**src/rtl/psum_sram_writer_pkg.sv**
```systemverilog
// Shared constants and state encoding for the psum SRAM write path.
// The output SRAM is 32b x 2048; a psum vector is COL columns of PSUM_BW bits.
package psum_sram_writer_pkg;

    localparam int PSUM_BW      = 16;
    localparam int COL          = 8;
    localparam int SRAM_BW      = 32;
    localparam int SRAM_ADDR_BW = 11;
    localparam int VEC_BW       = COL * PSUM_BW;
    localparam int WPV          = VEC_BW / SRAM_BW;
    localparam int BEAT_BW      = $clog2(WPV);

    typedef enum logic [1:0] {
        IDLE  = 2'd0,
        WAIT  = 2'd1,
        WRITE = 2'd2,
        DONE  = 2'd3
    } state_e;

endpackage

```
**src/rtl/psum_sram_writer_if.sv**
```systemverilog
// Psum vector stream from the corelet into the SRAM writer (valid/ready).
interface psum_sram_writer_if;
    import psum_sram_writer_pkg::*;

    logic              in_valid;
    logic [VEC_BW-1:0] in_data;
    logic              in_ready;

    modport master (output in_valid, output in_data, input in_ready);
    modport slave  (input in_valid, input in_data, output in_ready);

endinterface

```
**src/rtl/psum_serializer.sv**
```systemverilog
// Holds one psum vector and hands it out one SRAM word per beat, word 0 first.
// The low word of the shift register is the SRAM data output, so it is a plain
// register and keeps its value once the last word has been presented.
module psum_serializer
    import psum_sram_writer_pkg::*;
(
    input  logic               clk,
    input  logic               reset,
    input  logic               load,
    input  logic               shift,
    input  logic [VEC_BW-1:0]  vec,
    output logic [SRAM_BW-1:0] word,
    output logic               last_beat
);

    localparam logic [BEAT_BW-1:0] LAST_BEAT = BEAT_BW'(WPV - 1);

    logic [VEC_BW-1:0]  sreg_r;
    logic [BEAT_BW-1:0] beat_r;

    // Load a fresh vector on handshake, otherwise step to the next word.
    always_ff @(posedge clk) begin
        if (reset) begin
            sreg_r <= {VEC_BW{1'b0}};
            beat_r <= {BEAT_BW{1'b0}};
        end else if (load) begin
            sreg_r <= vec;
            beat_r <= {BEAT_BW{1'b0}};
        end else if (shift) begin
            sreg_r <= {{SRAM_BW{1'b0}}, sreg_r[VEC_BW-1:SRAM_BW]};
            beat_r <= beat_r + {{(BEAT_BW-1){1'b0}}, 1'b1};
        end else begin
            sreg_r <= sreg_r;
            beat_r <= beat_r;
        end
    end

    assign word      = sreg_r[SRAM_BW-1:0];
    assign last_beat = (beat_r == LAST_BEAT);

endmodule

```
**src/rtl/psum_sram_writer.sv**
```systemverilog
// Write-side initiator for the output SRAM: takes psum vectors from the corelet,
// slices them into 32b words and writes them to consecutive addresses from a
// programmable base. While the last word of a vector is written the next vector
// can already be accepted, so a held in_valid gives one word every cycle.
module psum_sram_writer
    import psum_sram_writer_pkg::*;
(
    input  logic                    clk,
    input  logic                    reset,
    input  logic                    start,
    input  logic [SRAM_ADDR_BW-1:0] base_addr,
    input  logic [SRAM_ADDR_BW-1:0] num_vec,
    output logic                    busy,
    output logic                    done,
    psum_sram_writer_if.slave       in_if,
    output logic                    sram_cen,
    output logic                    sram_wen,
    output logic [SRAM_ADDR_BW-1:0] sram_a,
    output logic [SRAM_BW-1:0]      sram_d
);

    state_e                  state_r;
    state_e                  state_nxt_s;
    logic [SRAM_ADDR_BW-1:0] num_vec_r;
    logic [SRAM_ADDR_BW-1:0] vec_cnt_r;
    logic [SRAM_ADDR_BW-1:0] next_addr_r;
    logic [SRAM_ADDR_BW-1:0] addr_r;
    logic [SRAM_ADDR_BW:0]   vec_inc_s;
    logic                    busy_r;
    logic                    done_r;
    logic                    cen_r;
    logic                    more_s;
    logic                    in_ready_s;
    logic                    hs_s;
    logic                    issue_s;
    logic                    load_s;
    logic                    shift_s;
    logic                    last_beat_s;
    logic [SRAM_BW-1:0]      word_s;

    psum_serializer u_ser (
        .clk       (clk),
        .reset     (reset),
        .load      (load_s),
        .shift     (shift_s),
        .vec       (in_if.in_data),
        .word      (word_s),
        .last_beat (last_beat_s)
    );

    // Another vector is still owed after the one currently being written.
    assign vec_inc_s = {1'b0, vec_cnt_r} + {{SRAM_ADDR_BW{1'b0}}, 1'b1};
    assign more_s    = (vec_inc_s < {1'b0, num_vec_r});

    // Ready while waiting, or on the final beat when another vector is owed.
    always_comb begin
        in_ready_s = 1'b0;
        if (state_r == WAIT) begin
            in_ready_s = 1'b1;
        end else if ((state_r == WRITE) && last_beat_s && more_s) begin
            in_ready_s = 1'b1;
        end else begin
            in_ready_s = 1'b0;
        end
    end

    assign hs_s           = in_if.in_valid && in_ready_s;
    assign in_if.in_ready = in_ready_s;

    // Next-state and beat control: each issued beat is one SRAM write next cycle.
    always_comb begin
        state_nxt_s = state_r;
        issue_s     = 1'b0;
        load_s      = 1'b0;
        shift_s     = 1'b0;
        case (state_r)
            IDLE: begin
                if (start) begin
                    if (num_vec == {SRAM_ADDR_BW{1'b0}}) begin
                        state_nxt_s = DONE;
                    end else begin
                        state_nxt_s = WAIT;
                    end
                end else begin
                    state_nxt_s = IDLE;
                end
            end
            WAIT: begin
                if (hs_s) begin
                    state_nxt_s = WRITE;
                    load_s      = 1'b1;
                    issue_s     = 1'b1;
                end else begin
                    state_nxt_s = WAIT;
                end
            end
            WRITE: begin
                if (last_beat_s) begin
                    if (!more_s) begin
                        state_nxt_s = DONE;
                    end else if (hs_s) begin
                        state_nxt_s = WRITE;
                        load_s      = 1'b1;
                        issue_s     = 1'b1;
                    end else begin
                        state_nxt_s = WAIT;
                    end
                end else begin
                    state_nxt_s = WRITE;
                    shift_s     = 1'b1;
                    issue_s     = 1'b1;
                end
            end
            DONE: begin
                state_nxt_s = IDLE;
            end
            default: begin
                state_nxt_s = IDLE;
            end
        endcase
    end

    // State register plus the status outputs, registered from the next state.
    always_ff @(posedge clk) begin
        if (reset) begin
            state_r <= IDLE;
            busy_r  <= 1'b0;
            done_r  <= 1'b0;
        end else begin
            state_r <= state_nxt_s;
            busy_r  <= (state_nxt_s == WAIT) || (state_nxt_s == WRITE);
            done_r  <= (state_nxt_s == DONE);
        end
    end

    // Job parameters and vector count; a start outside IDLE is ignored.
    always_ff @(posedge clk) begin
        if (reset) begin
            num_vec_r <= {SRAM_ADDR_BW{1'b0}};
            vec_cnt_r <= {SRAM_ADDR_BW{1'b0}};
        end else if ((state_r == IDLE) && start) begin
            num_vec_r <= num_vec;
            vec_cnt_r <= {SRAM_ADDR_BW{1'b0}};
        end else if ((state_r == WRITE) && last_beat_s) begin
            num_vec_r <= num_vec_r;
            vec_cnt_r <= vec_cnt_r + {{(SRAM_ADDR_BW-1){1'b0}}, 1'b1};
        end else begin
            num_vec_r <= num_vec_r;
            vec_cnt_r <= vec_cnt_r;
        end
    end

    // Running address; wraps naturally at the top of the SRAM.
    always_ff @(posedge clk) begin
        if (reset) begin
            next_addr_r <= {SRAM_ADDR_BW{1'b0}};
            addr_r      <= {SRAM_ADDR_BW{1'b0}};
        end else if ((state_r == IDLE) && start) begin
            next_addr_r <= base_addr;
            addr_r      <= addr_r;
        end else if (issue_s) begin
            next_addr_r <= next_addr_r + {{(SRAM_ADDR_BW-1){1'b0}}, 1'b1};
            addr_r      <= next_addr_r;
        end else begin
            next_addr_r <= next_addr_r;
            addr_r      <= addr_r;
        end
    end

    // Chip/write enable: both low only for an issued beat, never a read.
    always_ff @(posedge clk) begin
        if (reset) begin
            cen_r <= 1'b1;
        end else begin
            cen_r <= ~issue_s;
        end
    end

    assign busy     = busy_r;
    assign done     = done_r;
    assign sram_cen = cen_r;
    assign sram_wen = cen_r;
    assign sram_a   = addr_r;
    assign sram_d   = word_s;

endmodule
```
**src/flat_wrapper.sv**
```systemverilog
// flat-port wrapper written by rule: the top's interface ports become plain ports
module psum_sram_writer_flat import psum_sram_writer_pkg::*;
  (clk, reset, start, base_addr, num_vec, busy, done, sram_cen, sram_wen, sram_a, sram_d, in_if_in_valid, in_if_in_data, in_if_in_ready);
  psum_sram_writer_if in_if_i ();
  input  logic clk;
  input  logic reset;
  input  logic start;
  input  logic [SRAM_ADDR_BW-1:0] base_addr;
  input  logic [SRAM_ADDR_BW-1:0] num_vec;
  output logic busy;
  output logic done;
  output logic sram_cen;
  output logic sram_wen;
  output logic [SRAM_ADDR_BW-1:0] sram_a;
  output logic [SRAM_BW-1:0] sram_d;
  input wire logic [$bits(in_if_i.in_valid)-1:0] in_if_in_valid;
  input wire logic [$bits(in_if_i.in_data)-1:0] in_if_in_data;
  output wire logic [$bits(in_if_i.in_ready)-1:0] in_if_in_ready;
  assign in_if_i.in_valid = in_if_in_valid;
  assign in_if_i.in_data = in_if_in_data;
  assign in_if_in_ready = in_if_i.in_ready;
  psum_sram_writer u_core (.clk(clk), .reset(reset), .start(start), .base_addr(base_addr), .num_vec(num_vec), .busy(busy), .done(done), .in_if(in_if_i), .sram_cen(sram_cen), .sram_wen(sram_wen), .sram_a(sram_a), .sram_d(sram_d));
endmodule
```
**config.mk**
```make
export PLATFORM = sky130hd
export DESIGN_NAME = psum_sram_writer_flat
export DESIGN_NICKNAME = d
export VERILOG_FILES = /design/src/rtl/psum_sram_writer_pkg.sv /design/src/rtl/psum_sram_writer_if.sv /design/src/rtl/psum_serializer.sv /design/src/rtl/psum_sram_writer.sv /design/src/flat_wrapper.sv
export SDC_FILE = /design/constraint.sdc
export NUM_CORES = 1
export LEC_CHECK = 0
export BUFFER_PORTS_ARGS = -buffer_cell sky130_fd_sc_hd__buf_2
export CAP_MARGIN = 20
export CORE_UTILIZATION = 49
export DETAILED_ROUTE_END_ITERATION = 8
export PLACE_DENSITY = 0.76
export RECOVER_POWER = 50
export SETUP_SLACK_MARGIN = 0.05
export SYNTH_ARGS = -nofsm -noshare
export SYNTH_HDL_FRONTEND = slang
export SYNTH_HIERARCHICAL = 1
export SYNTH_SLANG_ARGS = --single-unit
export TNS_END_PERCENT = 5
```
**constraint.sdc**
```tcl
create_clock -name clk -period 3.2 [get_ports clk]
set_input_delay 0 -clock clk [delete_from_list [all_inputs] [get_ports clk]]
set_output_delay 0 -clock clk [all_outputs]
set_load 0.005 [all_outputs]
```
Yosys cells after proc, flatten, opt, wreduce, memory -nomap -nowiden

Index checks and enable logic that the tools add are counted.

Register bits after elaboration: 179
Bits in latches: 0
Memory bits (writable): 0
ROM bits: 0
Input port bits: 154
Output and inout bits: 48
Word-level logic and storage cells: 56
Memories kept: 0

Add/subtract/negate cells: 4
$mul: 0
Div/mod/pow operators: 0
Order comparisons: 1
Equality and inequality tests: 7
Shift-type cells: 0
Mux-type cells: 20
Bitwise gates (word level): 2
Reductions and logical operators: 12

Operator list:

| kind                  | count |
|---|---|
| $mux 128              | 2 |
| $add 11x1->11 const B | 2 |
| $mux 11               | 2 |
| $add 11x1->12 const B | 1 |
| $lt 12x11->1          | 1 |
| $logic_not 11->1      | 1 |
| $eq 2x2->1 const B    | 5 |
| $mux 2                | 5 |
| $mux 1                | 8 |
| $pmux 2 s4            | 1 |
| $eq 2x1->1 const B    | 2 |
| $logic_and 1x1->1     | 4 |
| $pmux 1 s2            | 2 |
| $reduce_bool 2->1     | 2 |
| $reduce_or 2->1       | 2 |
| $add 2x1->2 const B   | 1 |
| $logic_not 2->1       | 1 |
| $not 1->1             | 2 |
| $reduce_and 2->1      | 1 |
| $logic_or 1x1->1      | 1 |

Longest topological paths before layout

Gate-level depths: netlist of run 1.

Depth in word-level cells: 12
Gate-level depth with buffers: 17
Depth with buffers taken out: 13

Cells and area by module

The synthesis of run 1 kept the hierarchy.

By module, submodules not included:

| module           | times used | cells an instance | area each (µm²) | sequential area each (µm²) |
|---|---|---|---|---|
| psum_serializer  | 1          | 608               | 6,044.5         | 2,602.5 |
| psum_sram_writer | 1          | 335               | 2,646.3         | 980.9 |

Worst setup path before layout of run 1

OpenSTA, ideal clock, no wires.

Kind: reg2reg
From: register u_core.vec_cnt_r[0]
To: register u_core.u_ser.sreg_r[56]
Library setup time: 138 ps
Data arrival time: 2,930 ps
Data required time: 3,062 ps
Path slack: 133 ps
Stages on the path, launching flop included: 17
Path buffers: 3
Clock period less this slack: 3,067 ps
Path through: dfxtp_1 -> ha_1 -> and3_1 -> nand4_1 -> xnor2_1 -> ha_1 -> and3_1 -> o211ai_1 -> o21a_2 -> nand2_1 -> o21bai_1 -> and3_1 -> buf_6 -> inv_2 -> buf_2 -> buf_1 -> a211oi_1

Cells in the longest elaborated chain, start to end: 11
Elaborated cells between the ends (all ways): 12
Classes of those cells: 1 x add/sub; 1 x order compare; 7 x mux; 3 x reduce/logical

Ends and longest elaborated chain:

| what                                                 | RTL line                                        | source |
|---|---|---|
| from (decl)                                          | psum_sram_writer.sv:25                          | `logic [SRAM_ADDR_BW-1:0] vec_cnt_r;` |
| from (signal assigned)                               | psum_sram_writer.sv:140                         | `vec_cnt_r <= {SRAM_ADDR_BW{1'b0}};` |
| from (signal assigned)                               | psum_sram_writer.sv:143                         | `vec_cnt_r <= {SRAM_ADDR_BW{1'b0}};` |
| from (signal assigned)                               | psum_sram_writer.sv:146                         | `vec_cnt_r <= vec_cnt_r + {{(SRAM_ADDR_BW-1){1'b0}}, 1'b1};` |
| $add 11x1->12 (*)                                    | psum_sram_writer.sv:52                          | `assign vec_inc_s = {1'b0, vec_cnt_r} + {{SRAM_ADDR_BW{1'b0}}, 1'b1};` |
| net u_core.vec_inc_s[10]                             | psum_sram_writer.sv:28                          | `logic [SRAM_ADDR_BW:0] vec_inc_s;` |
| $lt 12x11->1 (*)                                     | psum_sram_writer.sv:53                          | `assign more_s = (vec_inc_s < {1'b0, num_vec_r});` |
| $logic_and 1x1->1 (*)                                | psum_sram_writer.sv:60                          | `end else if ((state_r == WRITE) && last_beat_s && more_s) begin` |
| $mux 1 (*)                                           | psum_sram_writer.sv:60                          |  |
| $mux 1 (*)                                           | psum_sram_writer.sv:58                          | `if (state_r == WAIT) begin` |
| net in_if_in_ready                                   | flat_wrapper.sv:18                              | `output wire logic [$bits(in_if_i.in_ready)-1:0] in_if_in_ready;` |
| $logic_and 1x1->1 (*)                                | psum_sram_writer.sv:67                          | `assign hs_s = in_if.in_valid && in_ready_s;` |
| $mux 1 (*)                                           | psum_sram_writer.sv:89, psum_sram_writer.sv:101 |  |
| $mux 1                                               | psum_sram_writer.sv:99                          | `if (!more_s) begin` |
| $mux 1                                               | psum_sram_writer.sv:98                          | `if (last_beat_s) begin` |
| $pmux 1 s2 (*)                                       | psum_sram_writer.sv:76                          | `case (state_r)` |
| net u_core.load_s                                    | psum_sram_writer.sv:36                          | `logic load_s;` |
| $mux 128 / $reduce_bool 2->1 (equally long branches) | --                                              |  |
| to (signal assigned)                                 | psum_serializer.sv:24                           | `sreg_r <= {VEC_BW{1'b0}};` |
| to (signal assigned)                                 | psum_serializer.sv:27                           | `sreg_r <= vec;` |
| to (signal assigned)                                 | psum_serializer.sv:30                           | `sreg_r <= {{SRAM_BW{1'b0}}, sreg_r[VEC_BW-1:SRAM_BW]};` |
| to (decl)                                            | psum_serializer.sv:18                           | `logic [VEC_BW-1:0] sreg_r;` |

Mark *: on every way through the listed nets, which the timed path passes. The rest lies on a longest branch.
A chain may end at the register's enable or synchronous reset.

Final worst setup path of run 1

From: register u_core.vec_cnt_r[3]
To: register u_core.u_ser.sreg_r[111]

Cells in the longest elaborated chain, start to end: 11
Elaborated cells between the ends (all ways): 12
Classes of those cells: 1 x add/sub; 1 x order compare; 7 x mux; 3 x reduce/logical

Ends and longest elaborated chain:

| what                                                 | RTL line |
|---|---|
| $add 11x1->12 (*)                                    | psum_sram_writer.sv:52 |
| net u_core.vec_inc_s[10]                             | psum_sram_writer.sv:28 |
| $lt 12x11->1 (*)                                     | psum_sram_writer.sv:53 |
| $logic_and 1x1->1                                    | psum_sram_writer.sv:60 |
| $mux 1                                               | psum_sram_writer.sv:60 |
| $mux 1                                               | psum_sram_writer.sv:58 |
| $logic_and 1x1->1                                    | psum_sram_writer.sv:67 |
| $mux 1                                               | psum_sram_writer.sv:89, psum_sram_writer.sv:101 |
| $mux 1                                               | psum_sram_writer.sv:99 |
| $mux 1                                               | psum_sram_writer.sv:98 |
| $pmux 1 s2 (*)                                       | psum_sram_writer.sv:76 |
| net u_core.load_s                                    | psum_sram_writer.sv:36 |
| $mux 128 / $reduce_bool 2->1 (equally long branches) | -- |

Marked as above.

==> results of run 1 <==
## stage by stage
step                cells  power, W  cell area (um^2)  worst slack (ns)  hold WS (ns)
floorplan             943   0.00255              8690             0.133         0.136
global placement     1291   0.00271              9670             0.116         0.251
detailed placement   1291   0.00271              9670            0.0136         0.254
CTS                  1491   0.00497             11900            0.0491         0.338
global route         1500   0.00516             12200           -0.0420         0.366
finish               1501   0.00499             12200            0.0699         0.371
## worst max path at each step
stage / slack [ns] / end / start
6_report: 0.07 / u_core/u_ser/sreg_r[111] / u_core/vec_cnt_r[3]
5_1_grt: -0.04 / u_core/u_ser/sreg_r[112] / u_core/vec_cnt_r[3]
4_1_cts: 0.05 / u_core/u_ser/sreg_r[111] / u_core/vec_cnt_r[1]
3_5_place_dp: 0.01 / u_core/u_ser/sreg_r[116] / u_core/vec_cnt_r[0]
3_3_place_gp: 0.12 / u_core/u_ser/sreg_r[117] / u_core/vec_cnt_r[0]
2_1_floorplan: 0.13 / u_core/u_ser/sreg_r[56] / u_core/vec_cnt_r[0]
## final cells by class
type,count,share of cell area [%]
antenna,4,0.0821
clock buffer,18,3.60
clock inverter,14,1.24
inverter,18,0.575
multi-input combinational,640,37.5
sequential,179,29.5
tap,225,2.31
timing repair buffer,403,25.2
## layer usage
metal  wire length (um)  track usage [%]  part of all wire (%)  up-vias
met4                775             13.9                   3.0        0
met3               1310             6.43                   5.0       81
met5                  0                0                     0        -
met2              12900             45.4                    50      292
met1              11100             31.8                    42     3843
li1                   -                -                     -     3980
## worst max-delay path: stages, from the launching register on
cell and delay [ns]:
dfxtp_2 0.33, and4_1 0.22, and3_4 0.20, nand4_1 0.13
xnor2_1 0.17, ha_1 0.30, and3_4 0.18, o211ai_1 0.09
o21a_2 0.23, nand2_2 0.09, o21bai_4 0.08, and3_4 0.27
buf_6 0.14, buf_4 0.14, or3b_1 0.35, a21oi_1 0.13
## flip-flops by register name (all words and copies together) (netlist names)
register and count:
u_core/u_ser/sreg_r 128, u_core/sram_a 11, u_core/u_ser/beat_r 2, u_core/done 1
u_core/sram_cen 1, u_core/num_vec_r 11, u_core/vec_cnt_r 11, u_core/next_addr_r 11
u_core/busy 1, u_core/state_r 2
## layout by cell type (no fill, tap or decap), types with 7 or more instances in the layout
cell type,n
nor2_1,18
mux2i_1,97
nor2b_1,95
nand3_1,27
ha_1,17
xnor2_1,11
nand2_1,74
a211oi_2,9
clkbuf_1,20
a211oi_1,87
buf_2,181
or3_1,8
buf_4,23
a21oi_1,63
o21ai_0,24
dlygate4sd3_1,165
or3b_1,26
clkbuf_16,20
dfxtp_1,173
inv_1,17
nor3_1,7
a311oi_1,7
## kinds of logic after synthesis
group | count (synthesis) | synth area share [%]
mux | 97 | 11.2
fa+ha+maj | 18 | 2.59
compound gates | 215 | 16.4
flops | 179 | 41.2
xor+xnor | 16 | 1.61
buf+inv | 126 | 8.11
simple gates | 292 | 18.9
## where the power goes
group,internal (W),switching (W),leakage [nW]
logic,0.000305,0.000238,2.79
clock network,0.00118,0.000940,0.293
registers,0.00228,0.0000414,1.45
## what timing repair did
item	4_1_cts	5_1_grt
gates cloned	1	5
resized for setup	4	39
setup endpoints to repair	74	143
endpoints found under the hold margin	154	0
setup buffers	2	1
hold buffers	165	0
pin swaps	2	24
==> flow_metrics.py, run 1 <==
metrics = {
    "outcome": {
        "status": "complete, no violations",
    },
    "hold_path": {
        "hold_class": "primary input to register",
        "min_to": "u_core/u_ser/sreg_r[101]",
        "hp-start": "in_if_in_data[101]",
        "min_path_cells": 4,
    },
    "detailed_routing": {
        "drtIter0Drc": 658,
        "viasPerCell": 5.46,
        "wl_per_cell_um": 17.4,
        "drc": 0,
        "ant_nets": 0,
        "vias": 8196,
        "drt_wl_total_um": 26100,
        "dr.pass1.iters": 5,
    },
    "worst_setup_path": {
        "r2r_slack_ns": 0.07,
        "crit_required_ns": 3.55,
        "r2r_start": "u_core/vec_cnt_r[3]",
        "cp.arrival_ns": 3.48,
        "crit_type": "register to register",
        "cp_max_fo": 6,
        "timing.rr.end": "u_core/u_ser/sreg_r[111]",
        "reg2regPathDepth": 15,
        "start_kind": "register",
        "critPathCaptureType": "register",
    },
    "clock_tree": {
        "cts_buffer_depth": 2,
        "cts_made_buffers": 17,
        "clk_latency_ns": 0.43,
        "cts_tree": "yes",
        "cts-root-buf": "clkbuf_16",
        "clock-sinks": 179,
        "clk_pin_slew_ns": 0.07,
        "htree_num_levels": 4,
    },
    "grt": {
        "grt_pass1_wl_um": 39100,
        "grt_pass1_vias": 8185,
        "grt_usage_pct": 26.9,
        "grt_start_max_net_pins": 149,
        "antenna_found_initial": 3,
        "overflow": 0,
    },
    "die": {
        "die_w_um": 135,
        "core-area_mm2": 0.0173,
        "ios": 202,
        "start_util_pct": 50.2,
        "rows": 48,
        "die_h_um": 135,
        "die-area_mm2": 0.0183,
    },
    "timing": {
        "clock.fmax_ghz": 0.319,
        "finalSetupViolCount": 0,
        "slew_violations": 0,
        "relSlewSlack_pct": 40.9,
        "finalSetupTns_ns": 0,
        "rsz0062_at_grt": "yes",
        "fin_skew_ns": 0.0110,
        "min_period_ns": 3.13,
        "worst_pin_slew_ns": 0.886,
        "post-route-period-util_pct": 97.8,
        "finalHoldViolations": 0,
    },
    "logic_synthesis": {
        "syn_area_per_cell_um2": 9.22,
        "synth_nets": 1115,
        "synth_edf_count": 0,
        "yosysTopAreaCellShare_pct": 41.2,
        "syn_area_mm2": 0.00869,
        "yosysWarningCount": 6,
        "synthFlopType": "dfxtp_1",
        "synthTopCellsByCount": "179 x dfxtp_1, 99 x nor2b_1, 97 x mux2i_1, 96 x a211oi_1, 75 x nand2_1",
        "yosys.area.top_type": "dfxtp_1",
        "synthArstFlopShare_pct": 0,
        "synth_most_common_cell": "dfxtp_1",
        "synth-seq-cells": 179,
        "synth_cell_types": 49,
        "ys_seq_area_share_pct": 41.2,
        "synthCells": 943,
        "synthTopCellsByArea": "dfxtp_1 41%, mux2i_1 11%, a211oi_1 8.3%, nor2b_1 7.1%, a21oi_1 3.9%",
    },
    "power_and_ir_drop": {
        "power_density_mw_per_mm2": 409,
        "ir_worst_vdd_mv": 0.372,
        "leakage_nw": 4.53,
    },
    "cells_and_area": {
        "register_area_mm2": 0.00359,
        "utilization_pct": 70.5,
        "syn_to_final_growth_pct": 40.3,
        "drive_above_1_share_pct": 23.1,
        "final_nets": 1431,
        "n_fill_cell": 1262,
        "multi_input_area_mm2": 0.00457,
    },
    "run": {
        "max-cap-violations": 0,
    },
    "place": {
        "routabilityCongestion": 0.836,
        "hpwl_um": 13400,
        "numPortBuffers": 201,
    },
}
Note: power is estimated with default switching activity, not from simulation.
==> run 2, diff against run 1 <==
Settings changed: ABC_AREA from default to 1, PLACE_DENSITY 0.76 to 0.75.
==> run 2 against run 1 <==
Compared with the run above: the run now ends with setup timing left; count of clock-buffer cells in the layout grew 2; synthesized cell count up 43%; combinational power increased by 14%; core utilization grew 4.0 points; power is 0.20% higher; non-clock buffer count grew 15; setup slack lost 0.20 ns; die area increased by 2.0%; register-to-register slack worse by 0.20 ns; critical endpoint is now u_core/u_ser/sreg_r[29]; largest cell class unchanged; largest power group unchanged.
==> flow_metrics.py, run 2 <==
metrics = {
    "die": {
        "rows": 48,
        "die_h_um": 137,
        "die_w_um": 137,
        "start_util_pct": 50.7,
        "core-area_mm2": 0.0175,
        "die-area_mm2": 0.0186,
        "ios": 202,
    },
    "timing": {
        "slew_violations": 0,
        "finalHoldViolations": 0,
        "rsz0062_at_grt": "yes",
        "post-route-worst-setup-slack_ns": -0.134,
        "min_period_ns": 3.33,
        "relSlewSlack_pct": 23.0,
        "clock.fmax_ghz": 0.300,
        "fin_skew_ns": 0.00915,
        "post-route-period-util_pct": 104,
        "worst_pin_slew_ns": 1.16,
        "finalSetupViolCount": 124,
    },
    "clock_tree": {
        "cts_tree": "yes",
        "cts-root-buf": "clkbuf_16",
        "cts_buffer_depth": 2,
        "htree_num_levels": 4,
        "cts_made_buffers": 17,
        "clk_pin_slew_ns": 0.06,
        "clock-sinks": 179,
        "clk_latency_ns": 0.43,
    },
    "worst_setup_path": {
        "crit_required_ns": 3.52,
        "slowest_stage": "dfxtp_4",
        "r2r_slack_ns": -0.13,
        "cp.arrival_ns": 3.65,
        "cpMostUsedCell": "nand2_1",
        "crit_type": "register to register",
        "critPathCaptureType": "register",
        "critical-path-top-delay-family": "simple AND/OR/NAND/NOR gates",
        "r2r_start": "u_core/vec_cnt_r[0]",
        "slowest_delay_ns": 0.37,
        "cp_max_fo": 6,
        "path_buf_inv": 6,
        "critPathLaunch": "u_core/vec_cnt_r[0]",
        "start_kind": "register",
    },
    "grt": {
        "antenna_found_initial": 0,
        "grt_pass1_vias": 9570,
        "grt_pass1_wl_um": 45700,
        "overflow": 0,
        "grt_start_max_net_pins": 106,
        "grt_usage_pct": 31.0,
    },
    "cells_and_area": {
        "final_nets": 1841,
        "syn_to_final_growth_pct": 46.7,
        "finalNonFillerCells": 1907,
        "layout_common_cells": "487 x nand2_1, 174 x buf_2, 172 x dfxtp_1, 153 x dlygate4sd3_1, 137 x inv_1",
        "drive_above_1_share_pct": 24.5,
        "utilization_pct": 74.5,
        "largest_reg_flops": 128,
        "layout_commonest_cell": "nand2_1",
        "num_antenna_cells": 0,
        "largest_register": "u_core/u_ser/sreg_r",
    },
    "power_and_ir_drop": {
        "ir_worst_vdd_mv": 0.395,
        "leakage_nw": 6.27,
        "power_density_mw_per_mm2": 384,
    },
    "run": {
        "max-cap-violations": 0,
    },
    "detailed_routing": {
        "drt_wl_total_um": 30900,
        "wl_per_cell_um": 16.2,
        "drtIter0Drc": 955,
        "drc": 0,
        "dr.pass1.iters": 7,
        "ant_nets": 0,
        "vias": 10076,
        "viasPerCell": 5.28,
    },
    "hold_path": {
        "hp-start": "in_if_in_valid",
        "hold_class": "primary input to register",
    },
    "logic_synthesis": {
        "synthTopCellsByCount": "551 x nand2_1, 179 x dfxtp_1, 143 x inv_1, 139 x a21oi_1, 87 x nand3_1",
        "synthTopCellsByArea": "dfxtp_1 40%, nand2_1 23%, a21oi_1 7.8%, inv_1 6.1%, nand3_1 4.9%",
        "yosysWarningCount": 6,
        "synth_nets": 1518,
        "ys_seq_area_share_pct": 40.4,
        "synth_most_common_cell": "nand2_1",
        "synthCells": 1346,
        "synth-seq-cells": 179,
        "synth_cell_types": 31,
        "synthFlopType": "dfxtp_1",
        "syn_area_per_cell_um2": 6.59,
        "synth_edf_count": 0,
        "synthArstFlopShare_pct": 0,
        "yosysTopAreaCellShare_pct": 40.4,
        "yosys.area.top_type": "dfxtp_1",
        "syn_area_mm2": 0.00887,
    },
    "place": {
        "numPortBuffers": 201,
        "dpl.cell_count": 1696,
        "routabilityCongestion": 0.865,
        "hpwl_um": 15700,
    },
    "outcome": {
        "status": "finished with violations",
        "violations": "setup timing",
    },
}
[run 2: area by class of cell]
cell class              count  area, um^2
multi-input cells         909        4630
fillers                  1250        4460
flip-flops and latches    179        3600
repair buffers            418        3380
inverters                 144         548
clock buffers              20         447
well taps                 225         282
clock inverters            12         131
[run 2: timing repair]
action / in CTS / in global routing
setup endpoints to repair: 115 / 155
setup buffers: 12 / 1
pin swaps: 58 / 38
cloned: 3 / 8
hold buffers: 154 / 0
resized for setup: 59 / 108
endpoints found under the hold margin: 154 / 0
[run 2: final timing paths]
path                                   to  cells after the start
setup / recovery  u_core/u_ser/sreg_r[29]                     25
hold / removal          u_core/state_r[1]                      5
setup reg to reg  u_core/u_ser/sreg_r[29]                     25
hold reg to reg   u_core/u_ser/sreg_r[97]                      2
[run 2: where the power goes]
part	switching, W	internal (W)
Combinational	0.000303	0.000314
Sequential	0.0000346	0.00227
Clock	0.000899	0.00117
Total	0.00124	0.00376
[run 2: cells by family (layout without fill, tap and decap cells)]
kind of cell / after synthesis / after routing / share of synthesized area [%]
buf+inv: 258 / 594 / 13.5
flops: 179 / 179 / 40.4
fa+ha+maj: 18 / 18 / 2.54
mux: 1 / 1 / 0.113
simple gates: 700 / 700 / 31.8
xor+xnor: 16 / 16 / 1.58
compound gates: 174 / 174 / 10.1
[run 2: stage by stage]
step                      total power (W)  instance area, um^2  TNS (ns)  hold WS, ns  setup WS [ns]
after floorplan                   0.00257                 8870         0        0.140          0.155
after global placement            0.00273                 9920         0        0.249         0.0696
after detailed placement          0.00273                 9920     -2.16        0.255        -0.0742
after CTS                         0.00492                12400    -0.228       0.0579        -0.0175
after global routing              0.00514                13000    -26.76        0.118         -0.281
final                             0.00500                13000     -8.78       0.0785         -0.134
[run 2: worst register-to-register path: stages (launching register included)]
cell and delay, ns:
dfxtp_4 0.37, ha_4 0.14, nand2_2 0.08, nor2_1 0.18, a31oi_1 0.14, nor2_1 0.20, ha_1 0.27, nand2_1 0.10
inv_1 0.06, nand2_1 0.06, nand2_1 0.10, nand2_2 0.09, nand3_2 0.12, nor2_4 0.15, inv_2 0.05, o21ai_4 0.14
nand2_2 0.09, nor2_4 0.11, buf_12 0.14, nor2_4 0.05, buf_6 0.18, clkbuf_16 0.18, nand2_4 0.06, nand3_2 0.06
nand2_1 0.07, inv_1 0.05
[run 2: metal layers]
layer | GRT usage (%) | wire length, um
met1 | 39.4 | 12900
met4 | 16.6 | 1480
met5 | 0 | 0
met3 | 5.33 | 1910
met2 | 50.1 | 14600
==> run 3, diff against run 2 <==
Settings changed: MAX_ROUTING_LAYER from default to met4, REMOVE_ABC_BUFFERS from default to 1.
==> run 3 against run 2 <==
Compared with the run above: the flow still finishes with violations (setup timing); sequential share of layout area increased by 0.28 points; maximum frequency is 2.3% higher; count of clock-buffer cells in the layout rose by 4; largest power group unchanged.
==> flow_metrics.py, run 3 (synthesis gave the netlist of run 2 again) <==
metrics = {
    "die": {
        "core-area_mm2": 0.0175,
        "die_w_um": 137,
        "rows": 48,
        "die_h_um": 137,
        "ios": 202,
        "start_util_pct": 50.7,
        "die-area_mm2": 0.0186,
    },
    "detailed_routing": {
        "drc": 0,
        "drt_wl_total_um": 30100,
        "dr.pass1.iters": 8,
        "vias": 10169,
        "ant_nets": 0,
        "wl_per_cell_um": 15.8,
        "drtIter0Drc": 1026,
        "viasPerCell": 5.34,
    },
    "timing": {
        "worst_pin_slew_ns": 1.04,
        "slew_violations": 0,
        "clock.fmax_ghz": 0.307,
        "post-route-worst-setup-slack_ns": -0.0587,
        "min_period_ns": 3.26,
        "finalHoldViolations": 0,
        "rsz0062_at_grt": "yes",
        "finalSetupTns_ns": -0.0587,
        "relSlewSlack_pct": 31.0,
        "post-route-period-util_pct": 102,
        "finalSetupViolCount": 1,
        "fin_skew_ns": 0.0115,
    },
    "outcome": {
        "violations": "setup timing",
        "status": "finished with violations",
    },
    "grt": {
        "grt_start_max_net_pins": 65,
        "antenna_found_initial": 2,
        "grt_usage_pct": 29.8,
        "grt_pass1_vias": 9265,
        "grt_pass1_wl_um": 42900,
        "overflow": 0,
    },
    "cells_and_area": {
        "layout_commonest_cell": "nand2_1",
        "syn_to_final_growth_pct": 45.3,
        "drive_above_1_share_pct": 22.7,
        "layout_common_cells": "510 x nand2_1, 172 x dfxtp_1, 170 x buf_2, 153 x dlygate4sd3_1, 138 x inv_1",
        "largest_register": "u_core/u_ser/sreg_r",
        "final_nets": 1836,
        "largest_reg_flops": 128,
    },
    "place": {
        "routabilityCongestion": 0.881,
        "numPortBuffers": 201,
        "hpwl_um": 14800,
    },
    "worst_setup_path": {
        "crit_type": "register to register",
        "critPathCaptureType": "register",
        "cp_max_fo": 11,
        "slowest_delay_ns": 0.37,
        "crit_required_ns": 3.54,
        "cpMostUsedCell": "nor2_4",
        "slowest_stage": "dfxtp_4",
        "start_kind": "register",
        "cp.arrival_ns": 3.60,
        "path_cells": "ha_4, nand2_4, nor2_4, nand2_2, nor2_4, xor2_2, inv_2, ha_4, nand3_4, nor3_4, nand2_1, nor2_2, nor2_4, inv_2, o21ai_2, nand2_2, nor2_4, nor2_4, buf_12, buf_12, nand2_1, a21oi_2",
    },
    "power_and_ir_drop": {
        "pwr-share-clk_pct": 41.8,
        "pwr-share-comb_pct": 12.4,
        "seqPwrFrac_pct": 45.9,
        "leakage_nw": 6.18,
        "ir_worst_vdd_mv": 0.404,
        "power.total_w": 0.00502,
        "power_density_mw_per_mm2": 390,
        "p_int_w": 0.00380,
        "switching_share_pct": 24.4,
        "p_switching_w": 0.00122,
    },
    "run": {
        "max-cap-violations": 0,
    },
    "clock_tree": {
        "cts-root-buf": "clkbuf_16",
        "clk_latency_ns": 0.43,
        "cts_buffer_depth": 2,
        "htree_num_levels": 4,
        "clock-sinks": 179,
        "cts_tree": "yes",
        "clk_pin_slew_ns": 0.07,
        "cts_made_buffers": 17,
    },
    "hold_path": {
        "hold_class": "primary input to register",
    },
}
==> run 3: path summary, 6_finish.rpt <==
kind                       start                        to  slack (ns)  cells past startpoint
max          u_core/vec_cnt_r[1]   u_core/u_ser/sreg_r[58]       -0.06                     22
min reg2reg    u_core/sram_a[10]         u_core/sram_a[10]        0.45                      2
max reg2reg  u_core/vec_cnt_r[1]   u_core/u_ser/sreg_r[58]       -0.06                     22
min           in_if_in_data[114]  u_core/u_ser/sreg_r[114]        0.38                      4
==> run 3: layout make-up <==
type / count / area, um^2
diodes: 2 / 5.00
clock buffers: 24 / 482
clock inverters: 7 / 100
fillers: 1219 / 4590
inverters: 144 / 546
multi-input cells: 910 / 4620
flip-flops and latches: 179 / 3600
well taps: 225 / 282
repair buffers: 412 / 3250
==> run 3: worst max-delay path, delay by kind of cell, from the launching register on <==
kind	cells	cell delay, ns
compound gates	2	0.27
buf+inv	4	0.44
fa+ha+maj	2	0.45
xor+xnor	1	0.22
simple gates	13	1.41
flops	1	0.37
==> run 3: power by group through the flow <==
stage	clock (W)	combinational [W]	sequential, W
final	0.00210	0.000620	0.00230
after floorplan	0	0.000179	0.00235
after global placement	0	0.000383	0.00235
after detailed placement	0	0.000385	0.00235
after global routing	0.00219	0.000669	0.00231
after CTS	0.00211	0.000546	0.00230
==> run 3: what timing repair did <==
item	CTS	global route
hold buffers	153	0
setup buffers	5	9
gates cloned	2	10
pin swaps	9	39
setup endpoints to repair	131	156
endpoints found under the hold margin	161	0
gates resized for setup	24	120
==> run 3: metal layers <==
| layer | track usage, % | routed length (um) | vias to the layer above |
|---|---|---|---|
| li1 | - | - | 4786 |
| met1 | 34.5 | 11700 | 4654 |
| met2 | 49.2 | 15100 | 574 |
| met3 | 5.37 | 2010 | 155 |
| met4 | 15.9 | 1340 | 0 |
| met5 | - | 0 | - |
==> run 3: per-stage QoR <==
stage	instance area, um^2	utilization, %	cells	hold slack, ns	setup slack, ns
after global routing	12900	73.7	1903	0.388	-0.182
final	12900	73.7	1903	0.379	-0.0587
after CTS	12200	70.0	1886	0.345	0.0503
after detailed placement	9920	56.8	1695	0.257	0.000507
after floorplan	8210	-	1232	0.0691	-6.50
after global placement	9920	56.8	1695	0.253	0.115
